==> src/rtl/updown_led_counter_if.sv <==
// -----------------------------------------------------------------------------
// updown_led_counter_if
//
// Purpose: groups the control and status signals of updown_led_counter so the
// counter and whatever drives it share one bundle. clk and srst are not part
// of the bundle; they stay plain ports on the counter.
//
// Parameters:
//   CNT_W  counter width in bits (>= 2)
//   LED_W  LED bank width (1..CNT_W)
//   DIV    prescaler divide ratio (>= 1); sets the width of presc_dbg
//
// Signals (direction as seen from the counter, i.e. the slave modport):
//   en        in   count enable, gates the prescaler
//   mode      in   2'b00 up, 2'b01 down, 2'b10 bounce, 2'b11 hold
//   load      in   synchronous load strobe
//   load_val  in   value written into the counter on load
//   led       out  top LED_W bits of the counter
//   dir       out  direction state, 0 = UP, 1 = DOWN
//   wrap      out  registered one-cycle pulse on wrap or bounce reversal
//   cnt_dbg   out  full counter value, for observation only
//   presc_dbg out  prescaler phase, for observation only
//
// Modports: master drives the controls, slave is the counter itself.
// -----------------------------------------------------------------------------
interface updown_led_counter_if #(
   parameter int CNT_W = 30,
   parameter int LED_W = 8,
   parameter int DIV   = 1
);
   // A divide-by-one prescaler still gets a one-bit register so no signal
   // ends up zero width.
   localparam int PW = (DIV > 1) ? $clog2(DIV) : 1;

   logic             en;
   logic [1:0]       mode;
   logic             load;
   logic [CNT_W-1:0] load_val;
   logic [LED_W-1:0] led;
   logic             dir;
   logic             wrap;
   logic [CNT_W-1:0] cnt_dbg;
   logic [PW-1:0]    presc_dbg;

   modport master (
      output en,
      output mode,
      output load,
      output load_val,
      input  led,
      input  dir,
      input  wrap,
      input  cnt_dbg,
      input  presc_dbg
   );

   modport slave (
      input  en,
      input  mode,
      input  load,
      input  load_val,
      output led,
      output dir,
      output wrap,
      output cnt_dbg,
      output presc_dbg
   );
endinterface : updown_led_counter_if

==> src/rtl/updown_led_counter.sv <==
// -----------------------------------------------------------------------------
// updown_led_counter
//
// Purpose: free-running LED counter with up, down, bounce and hold modes, a
// clock prescaler, a synchronous load and a one-cycle wrap/reversal pulse.
// The LED bank shows the top LED_W bits of a CNT_W-bit counter.
//
// Parameters:
//   CNT_W  counter width in bits, minimum 2            (default 30)
//   LED_W  LED output width, 1 <= LED_W <= CNT_W       (default 8)
//   DIV    counter steps once per DIV enabled cycles   (default 1)
//
// Ports:
//   clk   rising-edge clock for all state
//   srst  asynchronous, active-high reset
//   bus   updown_led_counter_if.slave:
//           en, mode, load, load_val  -> controls
//           led, dir, wrap            -> outputs
//           cnt_dbg, presc_dbg        -> state observation
//
// Handshake: there is no valid/ready flow here. Every input is sampled on
// every rising clk edge; load has priority over counting and reset has
// priority over everything, asynchronously.
//
// Build option: define UPDOWN_LED_COUNTER_SATURATE_EN to make modes 00 and 01
// saturate at MAX and 0 instead of wrapping (no wrap pulse in those modes).
// Bounce and hold behave the same either way. Default build: wrap around.
// -----------------------------------------------------------------------------
module updown_led_counter #(
   parameter int CNT_W = 30,
   parameter int LED_W = 8,
   parameter int DIV   = 1
) (
   input  logic                  clk,
   input  logic                  srst,
   updown_led_counter_if.slave   bus
);

   localparam int PW = (DIV > 1) ? $clog2(DIV) : 1;

   localparam logic [CNT_W-1:0] CNT_MAX    = {CNT_W{1'b1}};
   localparam logic [CNT_W-1:0] CNT_ZERO   = {CNT_W{1'b0}};
   localparam logic [CNT_W-1:0] CNT_ONE    = CNT_W'(1);
   localparam logic [PW-1:0]    PRESC_LAST = PW'(DIV - 1);
   localparam logic [PW-1:0]    PRESC_ONE  = PW'(1);

   localparam logic [1:0] MODE_UP     = 2'b00;
   localparam logic [1:0] MODE_DOWN   = 2'b01;
   localparam logic [1:0] MODE_BOUNCE = 2'b10;
   localparam logic [1:0] MODE_HOLD   = 2'b11;

   // Direction FSM. The encoding doubles as the dir output bit.
   typedef enum logic {
      ST_UP   = 1'b0,
      ST_DOWN = 1'b1
   } state_e;

   logic [CNT_W-1:0] cnt_q,   cnt_d;
   logic [PW-1:0]    presc_q, presc_d;
   state_e           state_q, state_d;
   logic             wrap_q,  wrap_d;

   logic             advance;
   logic             tick;

   // --------------------------------------------------------------------------
   // Next-state logic
   // --------------------------------------------------------------------------
   always_comb begin
      cnt_d   = cnt_q;
      presc_d = presc_q;
      state_d = state_q;
      wrap_d  = 1'b0;

      // Hold mode freezes the prescaler phase as well as the counter, so
      // leaving hold resumes mid-period rather than restarting the period.
      advance = bus.en && (bus.mode != MODE_HOLD);
      tick    = advance && (presc_q == PRESC_LAST);

      if (bus.load) begin
         // A load restarts the prescaler period and points the FSM up; a
         // tick falling on the same cycle is simply lost.
         cnt_d   = bus.load_val;
         presc_d = '0;
         state_d = ST_UP;
      end else if (advance) begin
         presc_d = tick ? '0 : (presc_q + PRESC_ONE);

         if (tick) begin
            case (bus.mode)
               MODE_UP: begin
                  state_d = ST_UP;
                  if (cnt_q == CNT_MAX) begin
`ifdef UPDOWN_LED_COUNTER_SATURATE_EN
                     cnt_d  = CNT_MAX;
`else
                     cnt_d  = CNT_ZERO;
                     wrap_d = 1'b1;
`endif
                  end else begin
                     cnt_d = cnt_q + CNT_ONE;
                  end
               end

               MODE_DOWN: begin
                  state_d = ST_DOWN;
                  if (cnt_q == CNT_ZERO) begin
`ifdef UPDOWN_LED_COUNTER_SATURATE_EN
                     cnt_d  = CNT_ZERO;
`else
                     cnt_d  = CNT_MAX;
                     wrap_d = 1'b1;
`endif
                  end else begin
                     cnt_d = cnt_q - CNT_ONE;
                  end
               end

               MODE_BOUNCE: begin
                  // Bounce carries on in whatever direction the FSM already
                  // holds; the end values are visited once, then the count
                  // turns around in the same step.
                  if (state_q == ST_UP) begin
                     if (cnt_q == CNT_MAX) begin
                        state_d = ST_DOWN;
                        cnt_d   = CNT_MAX - CNT_ONE;
                        wrap_d  = 1'b1;
                     end else begin
                        cnt_d = cnt_q + CNT_ONE;
                     end
                  end else begin
                     if (cnt_q == CNT_ZERO) begin
                        state_d = ST_UP;
                        cnt_d   = CNT_ONE;
                        wrap_d  = 1'b1;
                     end else begin
                        cnt_d = cnt_q - CNT_ONE;
                     end
                  end
               end

               default: begin
                  // Hold never advances, so no tick reaches this branch.
               end
            endcase
         end
      end
   end

   // --------------------------------------------------------------------------
   // State registers
   // --------------------------------------------------------------------------
   always_ff @(posedge clk or posedge srst) begin
      if (srst) begin
         cnt_q   <= '0;
         presc_q <= '0;
         state_q <= ST_UP;
         wrap_q  <= 1'b0;
      end else begin
         cnt_q   <= cnt_d;
         presc_q <= presc_d;
         state_q <= state_d;
         wrap_q  <= wrap_d;
      end
   end

   // --------------------------------------------------------------------------
   // Outputs: all taken straight from registers.
   // --------------------------------------------------------------------------
   assign bus.led       = cnt_q[CNT_W-1 -: LED_W];
   assign bus.dir       = (state_q == ST_DOWN);
   assign bus.wrap      = wrap_q;
   assign bus.cnt_dbg   = cnt_q;
   assign bus.presc_dbg = presc_q;

endmodule : updown_led_counter

==> src/flat_wrapper.sv <==
// flat-port wrapper written by rule: the top's interface ports become plain ports
module updown_led_counter_flat 
#(
   parameter int CNT_W = 30,
   parameter int LED_W = 8,
   parameter int DIV   = 1
)
  (clk, srst, bus_en, bus_mode, bus_load, bus_load_val, bus_led, bus_dir, bus_wrap, bus_cnt_dbg, bus_presc_dbg);
  updown_led_counter_if #(.CNT_W(CNT_W), .LED_W(LED_W), .DIV(DIV)) bus_i ();
  input  logic clk;
  input  logic srst;
  input wire logic [$bits(bus_i.en)-1:0] bus_en;
  input wire logic [$bits(bus_i.mode)-1:0] bus_mode;
  input wire logic [$bits(bus_i.load)-1:0] bus_load;
  input wire logic [$bits(bus_i.load_val)-1:0] bus_load_val;
  output wire logic [$bits(bus_i.led)-1:0] bus_led;
  output wire logic [$bits(bus_i.dir)-1:0] bus_dir;
  output wire logic [$bits(bus_i.wrap)-1:0] bus_wrap;
  output wire logic [$bits(bus_i.cnt_dbg)-1:0] bus_cnt_dbg;
  output wire logic [$bits(bus_i.presc_dbg)-1:0] bus_presc_dbg;
  assign bus_i.en = bus_en;
  assign bus_i.mode = bus_mode;
  assign bus_i.load = bus_load;
  assign bus_i.load_val = bus_load_val;
  assign bus_led = bus_i.led;
  assign bus_dir = bus_i.dir;
  assign bus_wrap = bus_i.wrap;
  assign bus_cnt_dbg = bus_i.cnt_dbg;
  assign bus_presc_dbg = bus_i.presc_dbg;
  updown_led_counter #(.CNT_W(CNT_W), .LED_W(LED_W), .DIV(DIV)) u_core (.clk(clk), .srst(srst), .bus(bus_i));
endmodule
==> config.mk <==
export PLATFORM = sky130hd
export DESIGN_NAME = updown_led_counter_flat
export DESIGN_NICKNAME = d
export VERILOG_FILES = /design/src/rtl/updown_led_counter_if.sv /design/src/rtl/updown_led_counter.sv /design/src/flat_wrapper.sv
export SDC_FILE = /design/constraint.sdc
export NUM_CORES = 1
export LEC_CHECK = 0
export ABC_AREA = 1
export CORE_AREA = 2 2 106 87
export DETAILED_ROUTE_END_ITERATION = 8
export DIE_AREA = 0 0 108 89
export PLACE_DENSITY = 0.92
export SLEW_MARGIN = 20
export SYNTH_ARGS = -nofsm -noshare
export SYNTH_HDL_FRONTEND = slang
export SYNTH_SLANG_ARGS = --single-unit
==> constraint.sdc <==
create_clock -name clk -period 6 [get_ports clk]
set_clock_uncertainty 0.05 [all_clocks]
set_input_delay 1.5 -clock clk [delete_from_list [all_inputs] [get_ports clk]]
set_output_delay 1.5 -clock clk [all_outputs]
set_load 0.01 [all_outputs]
* Yosys cells after proc, flatten, opt, wreduce, memory -nomap -nowiden *
Index checks and enable logic that the tools add are counted.

word-level totals
  register bits after elaboration = 33
  output and inout bits = 41
  logic and storage cells = 45

operators by class
  add/sub/neg operators = 3
  equal/unequal tests = 4
  muxes and demuxes = 25
  bitwise logic cells = 1
  reduce and logical (&&, ||, !) cells = 8

operator list
  kind                                                                  number
  30-bit two-way mux                                                    8
  30-bit case mux with 3 select lines                                   1
  30-bit by 1-bit adder with 30-bit output, second input constant       1
  30-bit == test, second input constant                                 1
  30-bit zero test                                                      1
  30-bit by 1-bit subtractor with 30-bit output, second input constant  1
  1-bit two-way mux                                                     14
  1-bit case mux with 3 select lines                                    2
  2-bit nonzero test                                                    2
  4-bit nonzero test                                                    1
  3-bit AND reduction                                                   1
  2-bit by 1-bit == test with 1-bit output, second input constant       1
  2-bit == test, second input constant                                  1
  1-bit logical AND                                                     2
  2-bit zero test                                                       1
  2-bit inequality test, second input constant                          1
  1-bit adder, second input constant                                    1
  1-bit NOT                                                             1

* Longest topological paths before layout *
  word-level depth = 7
  depth in mapped cells = 15
  gate-level depth less buffers = 15

* Least setup slack after synthesis *
Ideal clock, no wire load.

  kind = input-to-reg
  start point = input bus_mode[0]
  end point = register u_core.cnt_q[16] (netlist: u_core.bus.cnt_dbg[16])
  library setup time = 73 ps
  arrival time = 2,849 ps
  data required time = 5,877 ps
  slack = 3,028 ps
  stages = 7
  cell sequence = inv_1 -> ha_1 -> clkinv_1 -> nor2_2 -> buf_2 -> nand2_1 -> a21oi_2

between the ends
  cells in the longest elaborated chain, start to end = 5
  elaborated cells on any way between the ends = 14
  classes of those cells = eq/ne (3); mux (4); reduce/logical (7)

ends and longest elaborated chain
  item                                                                      RTL line                                            source
  from (decl)                                                               flat_wrapper.sv:13                                  input wire logic [$bits(bus_i.mode)-1:0] bus_mode;
  2-bit == test (tied with other cells)                                     updown_led_counter.sv:90                            case (bus.mode)
  30-bit case mux with 3 select lines or 1-bit logical AND (tied branches)  updown_led_counter.sv:90, updown_led_counter.sv:77
  30-bit two-way mux or 1-bit logical AND (tied branches)                   updown_led_counter.sv:89, updown_led_counter.sv:78
  30-bit two-way mux or 2-bit nonzero test (tied branches)                  --
  30-bit two-way mux or 3-bit AND reduction (tied branches)                 --
  to (signal assigned)                                                      updown_led_counter.sv:160                           cnt_q <= cnt_d;
  to (decl)                                                                 updown_led_counter.sv:58                            logic [CNT_W-1:0] cnt_q, cnt_d;

Several ways; a longest one is shown, not always the timed one. The select of a mux whose other input is x is not followed.
A chain may end at the register's enable or synchronous reset.

* Worst setup path after layout *
  start point = input bus_mode[0]
  end point = register u_core.cnt_q[24] (netlist: u_core.bus.cnt_dbg[24])

The elaborated chain is that of the path after synthesis.

==> out/qor.csv <==
stage;metric;value;unit
final_layout;final_cells;1010;
sta;fin_crit_sh;65.6;%
grt;grt_pass1_vias;5205;
drt;wl_per_cell;15.2;µm
drt;antenna_left;0;
min_path;min_to;u_core.bus.presc_dbg$_DFFE_PP0P_;
floorplan;ioPinCount;77;
drt;first_pass_iters;8;
floorplan;core_area;8450;µm²
grt;grt_pass1_wl;25200;µm
drt;wirelength;15400;µm
clock_network;clock-root-buffer;clkbuf_8;
floorplan;design.die.area;9610;µm²
yosys;seq_area_frac_synth;16.5;%
setup_path;crit_arrival;4.11;ns
yosys;syn_nets;903;
min_path;min-delay-start;u_core.bus.presc_dbg$_DFFE_PP0P_;
placed_design;dp_hpwl;11400;µm
sta;fin_setup_tns;0;ns
yosys;avgSynthCellArea;5.82;µm²
power;p_leak;2.67;nW
clock_network;cts.sinks;33;
drt;drc;0;
setup_path;r2r-end;u_core.bus.cnt_dbg[8]$_DFFE_PP0P_;
final_layout;nFillCells;792;
final_layout;areaGrowthSynthToFinish;13.8;%
min_path;hold_depth;2;
grt;use_met3;6.56;%
final_layout;drive_above_1_share;12.0;%
sta;period_minus_slack;3.94;ns
setup_path;r2r_slack;3.22;ns
sta;rsz0062_at_grt;false;
clock_network;insertion_delay;0.30;ns
drt;num_vias;5694;
sta;worst_slack;2.06;ns
min_path;hold_path.class;reg2reg;
clock_network;clock_path_buffers;2;
grt;grt_most_used_layer;met2;
setup_path;worstSetupPathType;in2reg;
setup_path;endpoint_kind;register;
final_layout;final_common_cell;nand2_1;
clock_network;path_clk_slew;0.09;ns
run_status;status;finished, final reports clean;
grt;grt_max_degree;40;
yosys;yosysTopAreaCell;nand2_1;
power;power_density;210;nW/µm²
yosys;synth-main-ff-cell;dfrtp_1;
run;cap_violations;0;
placed_design;routabilityCongestion;1.03;
grt;grt_antenna_before_repair;0;
sta;slew_headroom;43.1;%
clock_network;cts_resized;0;
final_layout;layout_common_cells;301 x nand2_1, 116 x nor2_1, 76 x clkdlybuf4s50_1, 61 x inv_1, 59 x nand3_1;
clock_network;cts_tree;done;
grt;grt_util_met2;54.5;%
final_layout;diodes;0;
drt;viasPerCell;5.64;
setup_path;reg2reg_depth;13;
sta;setup_viol;0;
grt;met1_usage;44.3;%
drt;drt-initial-drc-count;647;
grt;grtUsageTotal;33.2;%
placed_design;pre_cts_slack;1.80;ns
yosys;netlist_top_cells_area;nand2_1 23%, dfrtp_1 16%, nor2_1 8.7%, nand3_1 5.9%, xor2_1 4.9%;
setup_path;path_max_fanout;18;
sta;holdWs;0.487;ns
floorplan;die_y;89;µm
floorplan;initial_core_util;59.3;%
yosys;synth-async-reset-ratio;100;%
sta;worst_pin_slew;0.851;ns
yosys;netlist.area_leader.share;22.6;%
final_layout;fin_nets;940;
floorplan;die_w;108;µm
clock_network;cts_made_buffers;5;
clock_network;postCtsHoldBufs;0;
yosys;synth_edf_count;0;
yosys;netlist_instances;860;
setup_path;critPathRequiredTime;6.18;ns
power;peakVddDrop;124;µV
placed_design;port_buffers;76;
grt;grt_overflow;0;
yosys;synth_warnings;0;
sta;finalHoldViolCount;0;
sta;slew_viol_final;0;
setup_path;timing.rr.start;u_core.bus.cnt_dbg[0]$_DFFE_PP0P_;
clock_network;postCtsSetupRepairBufs;0;
setup_path;cp-start-kind;primary input;
yosys;ys_ff_latch;33;
yosys;netlist_area;5010;µm²
yosys;yosysUniqueCellTypes;44;
placed_design;numPlacedInstances;1002;
floorplan;rows;30;
sta;timing.fmax;254;MHz
clock_network;cts_max_level;2;
through the flow:
stage          power, mW  utilization (%)  area (µm²)
2_1_floorplan      0.813                -        5010
3_3_place_gp       0.985             66.5        5620
3_5_place_dp       0.999             66.5        5620
4_1_cts             1.19             67.5        5700
5_1_grt             1.29             67.5        5700
6_report            1.20             67.5        5700
cells in the mapped netlist, types with 3 or more instances:
cell      instances
nand3_1          59
nand2_2          16
a21oi_2           6
buf_2            19
o21a_2            4
buf_6             7
nor3_1            4
nand3_4           3
nor2_4           10
dfrtp_1          33
nand2_1         301
inv_2             4
buf_4            16
o21ai_0          23
clkbuf_1         10
xor2_1           28
nand3_2          12
inv_1            61
nand2_4           4
a21oi_1          34
ha_1              7
or2_1             3
nor2_8            3
o21ai_1          13
nor2_2           24
or2_2             3
nor2_1          116
xnor2_1           3
a31oi_1           3
clkinv_1          3
o21a_1            7
nand4_1           9
logic make-up after synthesis:
kind of cell,synth area share (%)
fa+ha+maj,1.75
simple gates,52.6
compound gates,11.6
buf+inv,12.1
flops,16.5
xor+xnor,5.42
flip-flops by register name, summed over array words and instances (netlist names):
register	flops
u_core.bus.presc_dbg	1
u_core.bus.dir	1
u_core.bus.cnt_dbg	30
u_core.bus.wrap	1
critical path, cell delays in order:
cell,delay (ns)
clkdlybuf4s50_1,0.54
inv_1,0.09
ha_1,0.63
clkinv_1,0.44
nor2_2,0.22
buf_4,0.28
a21boi_0,0.20
nand2_1,0.07
a21oi_1,0.12
layer usage:
layer	vias to the layer above	wire, µm	part of all wire, %
li1	2767	-	-
met4	0	346	2.2
met2	335	6870	45
met1	2549	6560	43
met5	-	0	0
met3	43	1600	10
worst max-delay path by stage:
stage           startpoint                            endpoint  cells after the start
2_1_floorplan  bus_mode[0]  u_core.bus.cnt_dbg[16]$_DFFE_PP0P_                      7
3_3_place_gp   bus_mode[0]  u_core.bus.cnt_dbg[24]$_DFFE_PP0P_                      9
3_5_place_dp   bus_mode[0]  u_core.bus.cnt_dbg[24]$_DFFE_PP0P_                      9
4_1_cts        bus_mode[0]  u_core.bus.cnt_dbg[24]$_DFFE_PP0P_                      9
5_1_grt        bus_mode[0]  u_core.bus.cnt_dbg[24]$_DFFE_PP0P_                      9
6_report       bus_mode[0]  u_core.bus.cnt_dbg[24]$_DFFE_PP0P_                      9
area by class of cell:
class | count | area, µm² | area share [%]
Tap cell | 112 | 140 | 2.46
Sequential cell | 33 | 826 | 14.5
Timing Repair Buffer | 83 | 813 | 14.3
Multi-Input combinational cell | 705 | 3570 | 62.7
Inverter | 69 | 262 | 4.59
Clock buffer | 5 | 68.8 | 1.21
Clock inverter | 3 | 17.5 | 0.307
power by group:
part | internal (mW) | switching [mW] | total [mW]
clock | 0.0805 | 0.106 | 0.186
combinational | 0.264 | 0.362 | 0.625
sequential | 0.260 | 0.127 | 0.387
total | 0.604 | 0.595 | 1.20
No activity file was read; power rests on OpenSTA's default activity.
